`src/rtl/serial_subtractor.sv`:
```
// Bit-serial WIDTH-bit subtractor (diff = a + ~b + 1, LSB first) with a start/done handshake.
// Optional macro SUB_OVF_EN adds the signed-overflow output ovf.
module serial_subtractor #(
    parameter int WIDTH = 6
) (
    input  logic             clk,
    input  logic             rst_n,
    input  logic             start,
    input  logic [WIDTH-1:0] a,
    input  logic [WIDTH-1:0] b,
    output logic             busy,
    output logic             done,
    output logic [WIDTH-1:0] diff,
    output logic             borrow,
    output logic             zero
`ifdef SUB_OVF_EN
    ,
    output logic             ovf
`endif
);

    localparam int CNT_W = $clog2(WIDTH);

    typedef enum logic [1:0] {
        S_IDLE,
        S_RUN,
        S_DONE
    } state_t;

    state_t             state;
    state_t             state_nxt;
    logic [WIDTH-1:0]   sh_a;
    logic [WIDTH-1:0]   sh_b;
    logic [WIDTH-1:0]   part;
    logic [WIDTH-1:0]   part_nxt;
    logic [CNT_W-1:0]   cnt;
    logic               carry;
    logic               fa_s;
    logic               fa_c;
    logic               cnt_last;
    logic               accept;
`ifdef SUB_OVF_EN
    logic               a_msb;
    logic               b_msb;
`endif

    function automatic logic maj3(input logic x, input logic y, input logic z);
        return (x & y) | (x & z) | (y & z);
    endfunction

    // One full-adder slice; the sum bit enters the partial register from the top
    assign fa_s     = sh_a[0] ^ sh_b[0] ^ carry;
    assign fa_c     = maj3(sh_a[0], sh_b[0], carry);
    assign part_nxt = {fa_s, part[WIDTH-1:1]};
    assign cnt_last = (cnt == CNT_W'(WIDTH - 1));
    assign accept   = start && (state != S_RUN);

    always_ff @(posedge clk or negedge rst_n) begin
        if (!rst_n) begin
            state <= S_IDLE;
        end else begin
            state <= state_nxt;
        end
    end

    always_comb begin
        state_nxt = state;
        busy      = 1'b0;
        done      = 1'b0;
        case (state)
            S_IDLE: begin
                if (start) state_nxt = S_RUN;
            end
            S_RUN: begin
                busy = 1'b1;
                if (cnt_last) state_nxt = S_DONE;
            end
            S_DONE: begin
                done      = 1'b1;
                state_nxt = start ? S_RUN : S_IDLE;
            end
            default: state_nxt = S_IDLE;
        endcase
    end

    // Operands shift right while the partial result fills from the MSB side;
    // visible results only update on the final slice so diff never shows a partial value.
    always_ff @(posedge clk or negedge rst_n) begin
        if (!rst_n) begin
            sh_a   <= '0;
            sh_b   <= '0;
            part   <= '0;
            cnt    <= '0;
            carry  <= 1'b0;
            diff   <= '0;
            borrow <= 1'b0;
            zero   <= 1'b0;
`ifdef SUB_OVF_EN
            a_msb  <= 1'b0;
            b_msb  <= 1'b0;
            ovf    <= 1'b0;
`endif
        end else if (accept) begin
            sh_a   <= a;
            sh_b   <= ~b;
            carry  <= 1'b1;
            cnt    <= '0;
`ifdef SUB_OVF_EN
            a_msb  <= a[WIDTH-1];
            b_msb  <= b[WIDTH-1];
`endif
        end else if (state == S_RUN) begin
            sh_a  <= sh_a >> 1;
            sh_b  <= sh_b >> 1;
            part  <= part_nxt;
            carry <= fa_c;
            cnt   <= cnt + CNT_W'(1);
            if (cnt_last) begin
                diff   <= part_nxt;
                borrow <= ~fa_c;
                zero   <= ~|part_nxt;
`ifdef SUB_OVF_EN
                ovf    <= (a_msb != b_msb) && (fa_s != a_msb);
`endif
            end
        end
    end

endmodule

```
`config.mk`:
```
export PLATFORM = sky130hd
export DESIGN_NAME = serial_subtractor
export DESIGN_NICKNAME = d
export VERILOG_FILES = /design/src/rtl/serial_subtractor.sv
export SDC_FILE = /design/constraint.sdc
export NUM_CORES = 1
export LEC_CHECK = 0
export BUFFER_PORTS_ARGS = -buffer_cell sky130_fd_sc_hd__buf_4
export CORE_MARGIN = 10
export CORE_UTILIZATION = 29
export CTS_CLUSTER_DIAMETER = 150
export DETAILED_ROUTE_END_ITERATION = 6
export GPL_TIMING_DRIVEN = 0
export PLACE_DENSITY = 0.54
export SYNTH_ARGS = -nofsm -noshare
export SYNTH_HDL_FRONTEND = slang
export SYNTH_SLANG_ARGS = --single-unit
```
`constraint.sdc`:
```
create_clock -name clk -period 1.6 [get_ports clk]
set_input_delay 0.08 -clock clk [delete_from_list [all_inputs] [get_ports clk]]
set_output_delay 0.08 -clock clk [all_outputs]
set_load 0.1 [all_outputs]
```
======== After elaboration in Yosys (flattened, before gate mapping) ========
Index checks and enable logic that the tools add are counted.
storage, ports and cells
  bits in registers ....................... 32
  bits in latches ......................... 0
  bits in writable memories ............... 0
  ROM bits ................................ 0
  bits of input ports ..................... 15
  output and inout bits ................... 10
  word-level logic and storage cells ...... 48
  memories kept ........................... 0
operators by class
  $add $sub $neg .......................... 1
  $mul .................................... 0
  divide/modulo/power cells ............... 0
  magnitude comparators ................... 0
  eq/ne operators ......................... 6
  shift-type cells ........................ 0
  multiplexer cells ....................... 14
  bitwise logic cells ..................... 10
  reduce and logical (&&, ||, !) cells .... 8
operator list
  kind                                                    count
  2-to-1 mux 6 bit                                        4
  2-to-1 mux 3 bit                                        2
  inverter 6 bit                                          1
  case mux 2 bit (3 select lines)                         1
  OR reduction 6 bit                                      1
  2-to-1 mux 1 bit                                        5
  2-to-1 mux 2 bit                                        2
  inequality test 2 bit (second input constant)           2
  AND reduction 2 bit                                     2
  adder 3 x 1 -> 3 bit (second input constant)            1
  bitwise AND 1 bit                                       3
  equality test 3 bit (second input constant)             1
  AND reduction 3 bit                                     1
  equality test 2 x 1 -> 1 bit (second input constant)    1
  equality test 2 bit (second input constant)             1
  logical NOT 2 bit                                       1
  inequality test 2 x 1 -> 1 bit (second input constant)  1
  inverter 1 bit                                          2
  OR 1 bit                                                2
  nonzero test 2 bit                                      1
  bitwise XOR 1 bit                                       2
  logical AND 1 bit                                       1
  logical NOT 1 bit                                       1

======== Longest topological paths before layout ========
  word-level depth ........................ 5
  gate-level depth with buffers ........... 6
  depth with buffers taken out ............ 5

======== Worst setup path before layout ========
Ideal clock, no wire load.
  path kind ............................... reg-to-reg
  start ................................... register state[1]
  end ..................................... register sh_a[3]
  setup time .............................. 0.083 ns
  data arrival time ....................... 1.283 ns
  required time ........................... 1.517 ns
  path slack .............................. 0.235 ns
  cell stages (with the launch flop) ...... 6
  buffers on the path ..................... 1
  period minus slack after synthesis ...... 1.365 ns
  path through ............................ dfrtp_1 > nand2b_4 > inv_2 > buf_2 > nand2_1 > o21ai_0
on the way
  longest elaborated chain between the ends .. 3
  elaborated cells on any way between the ends .. 5
  classes of those cells .................. eq/ne (2); mux (1); reduce/logical (2)
ends and longest elaborated chain
  item                                                    line  text
  from (decl)                                             30    state_t state;
  from (signal assigned)                                  62    state <= state_nxt;
  inequality test 2 x 1 -> 1 bit                          56    assign accept = start && (state != S_RUN);
  logical AND 1 bit                                       56
  2-to-1 mux 6 bit or nonzero test 2 bit (tied branches)  -
  to (signal assigned)                                    113   sh_a <= sh_a >> 1;
  to (decl)                                               32    logic [WIDTH-1:0] sh_a;
Several ways; a longest one is shown, not always the timed one.
A chain may end at the register's enable or synchronous reset.

======== Worst setup path after layout ========
  start ................................... register state[1]
  end ..................................... output port busy
on the way
  longest elaborated chain between the ends .. 2
ends and longest elaborated chain
  item                          line  text
  equality test 2 x 1 -> 1 bit  70    case (state)
  2-to-1 mux 1 bit              70
  to (decl)                     11    output logic busy,
No other way between the ends.

==> flow_summary.ini <==
[status]
status = finished clean

[clocking]
cts_tree = done
numCtsBuffers = 5
clockRootBuffer = clkbuf_8
insertion_delay_ns = 0.28
clkTransAtPathRegs_ns = 0.06
htree_levels = 2
clockBufferDepth = 2
cts_sinks = 31

[synth]
synth_compound_area_share_pct = 8.19
ys_top_cells_by_area = dfrtp_1, nand2_1, o21ai_0
ys.flop_type = dfrtp_1
yosys.area_share.simple_pct = 14.2
yosys.area.top_type_share_pct = 56.4
syn_nets = 142
yosysWarnings = 0
avgSynthCellArea_um2 = 11.1
ys_seq_area_share_pct = 56.4
synth_edf_count = 0
synth_area_um2 = 1380
async_flop_share_pct = 100
synth_top_family_by_area = simple AND/OR/NAND/NOR gates
synth_cells = 124
synth_seq_cells = 31
synth_area_leader_cell = dfrtp_1
synthAdderAreaFrac_pct = 3.28
ys_types = 23
synth.mux.area_fraction_pct = 13.7
synth_xor_area_share_pct = 0

[grt]
grt_pass1_wl_um = 4730
grt_max_degree = 32
antenna_found_initial = 0
gr-total-overflow = 0
gr-usage-all-layers_pct = 7.85
grt_pass1_vias = 972

[die]
die_x_um = 88.9
initial_utilization_pct = 30.7
die_h_um = 88.9
rows = 24
io_pins = 25
coreArea_um2 = 4470
dieArea_um2 = 7900

[sta]
hold_viol = 0
min_period_over_period_pct = 92.0
whs_ns = 0.0451
rsz0062_at_grt = no
tns_ns = 0
relSlewSlack_pct = 73.4
setup_viol = 0
worstMarginPinSlew_ns = 0.398
drv_slew = 0
timing.fmax_mhz = 679
finalClockSkew_ns = 0.00458
finalCriticalPeriod_ns = 1.47

[setup_path]
crit_chain = nand2b_4 -> inv_2 -> buf_6
criticalPathCategory = flop to primary output
slowest_stage = dfrtp_1
max_stage_delay_ns = 0.39
crit_fanout = 19
critPathArrivalTime_ns = 1.39
cp-end-kind = primary output
crit_required_ns = 1.52
start_kind = flop

[worst_hold_path]
min_path_type = input pin to flop

[detailed_routing]
viasPerCell = 4.63
drt_wl_total_um = 2810
firstDrtPassIters = 6
drtIter0Drc = 51
ant_nets = 0
route.detailed.drc = 0
post_drt_wl_per_cell_um = 13.5
num_vias = 964

[final_layout]
nets = 174
final_layout_size_suffix_gt1_share_pct = 30.1
area_growth_pct = 25.6
diodes = 0

[place]
hpwl_um = 2090
port_buffers = 24
gp_congestion = 0.724

[run]
maxCapViolCount = 0
-- cell families (layout without fill, tap and decap cells) --
| group | Yosys count | after routing |
|---|---|---|
| compound gates | 22 | 22 |
| fa+ha+maj | 3 | 3 |
| buf+inv | 12 | 44 |
| flops | 31 | 31 |
| mux | 16 | 16 |
| simple gates | 40 | 40 |
-- stage by stage --
step	utilization, %	instances	area [um2]	setup WS [ns]
after floorplan	-	124	1380	0.235
after global placement	36.2	200	1620	0.242
after detailed placement	36.2	200	1620	0.234
after CTS	38.6	208	1730	0.120
after global routing	38.6	208	1730	0.0644
final	38.6	208	1730	0.127
-- metal layers --
| metal | vias to the layer above | track usage, % | share of wire (%) |
|---|---|---|---|
| met5 | - | 0 | 0 |
| met4 | 0 | 4.85 | 2.5 |
| met3 | 5 | 3.31 | 8.3 |
| met2 | 28 | 12.4 | 48 |
| met1 | 459 | 8.56 | 41 |
| li1 | 472 | - | - |
-- synth_stat cells (2+ instances only) --
cell type,number
ha_1,2
nand3_1,2
mux2i_1,8
nor2b_1,4
o21ai_0,17
dfrtp_1,31
a21oi_1,4
buf_2,4
nand2_1,27
mux2_2,3
mux2_4,5
inv_1,5
nor2_1,2
-- worst max-delay path, delay by kind of cell (launching register included) --
| kind | cells | cell delay [ns] |
|---|---|---|
| buf+inv | 2 | 0.54 |
| flops | 1 | 0.39 |
| simple gates | 1 | 0.17 |
-- flip-flops by register name (all words and copies together) (netlist names), 2 cells and up --
| name | flops |
|---|---|
| diff | 6 |
| sh_a | 6 |
| sh_b | 6 |
| part | 5 |
| cnt | 3 |
| state | 2 |
-- cell type report --
type / count / area, um2
plain buffers: 4 / 26.3
flip-flops and latches: 31 / 776
well taps: 52 / 65.1
inverters: 7 / 26.3
multi-input cells: 81 / 542
clock inverters: 1 / 5.00
repair buffers: 26 / 204
fillers: 436 / 2750
clock buffers: 6 / 82.6
-- what timing repair did --
action,CTS,global route
setup buffers,0,0
hold buffers,2,0
endpoints found under the setup margin,1,0
endpoints found under the hold margin,32,0
resized for setup,1,0
-- cell usage in the layout, fill, tap and decap left out --
| cell | count |
|---|---|
| buf_6 | 2 |
| dlygate4sd3_1 | 2 |
| fa_1 | 1 |
| nor2_1 | 2 |
| nand3b_1 | 1 |
| mux2i_1 | 8 |
| nand4b_2 | 1 |
| clkbuf_8 | 6 |
| buf_4 | 23 |
| mux2_4 | 5 |
| nand2_1 | 27 |
| clkinv_2 | 1 |
| buf_2 | 3 |
| ha_1 | 2 |
| nor2b_1 | 4 |
| nor4_1 | 1 |
| nand2b_4 | 1 |
| a21oi_1 | 4 |
| and2b_2 | 1 |
| inv_1 | 5 |
| o21ai_0 | 17 |
| inv_2 | 1 |
| mux2_2 | 3 |
| a211oi_1 | 1 |
| nand3_1 | 2 |
| clkinv_1 | 1 |
| dfrtp_1 | 31 |
-- path summary, 6_finish.rpt --
path / startpoint / cells after the start / slack (ns) / to
setup reg to reg: state[1] / 4 / 0.20 / cnt[2]
setup / recovery: state[1] / 3 / 0.13 / busy
hold reg to reg: zero / 2 / 0.48 / zero
hold / removal: a[5] / 3 / 0.05 / sh_a[5]
min in group asynchronous: rst_n / 2 / 0.27 / cnt[0]
max in group asynchronous: rst_n / 2 / 1.04 / sh_a[0]
Power is left out: the tool's default activity adds up to more than one toggle a clock period on the data nets, which glitch-free logic cannot reach.
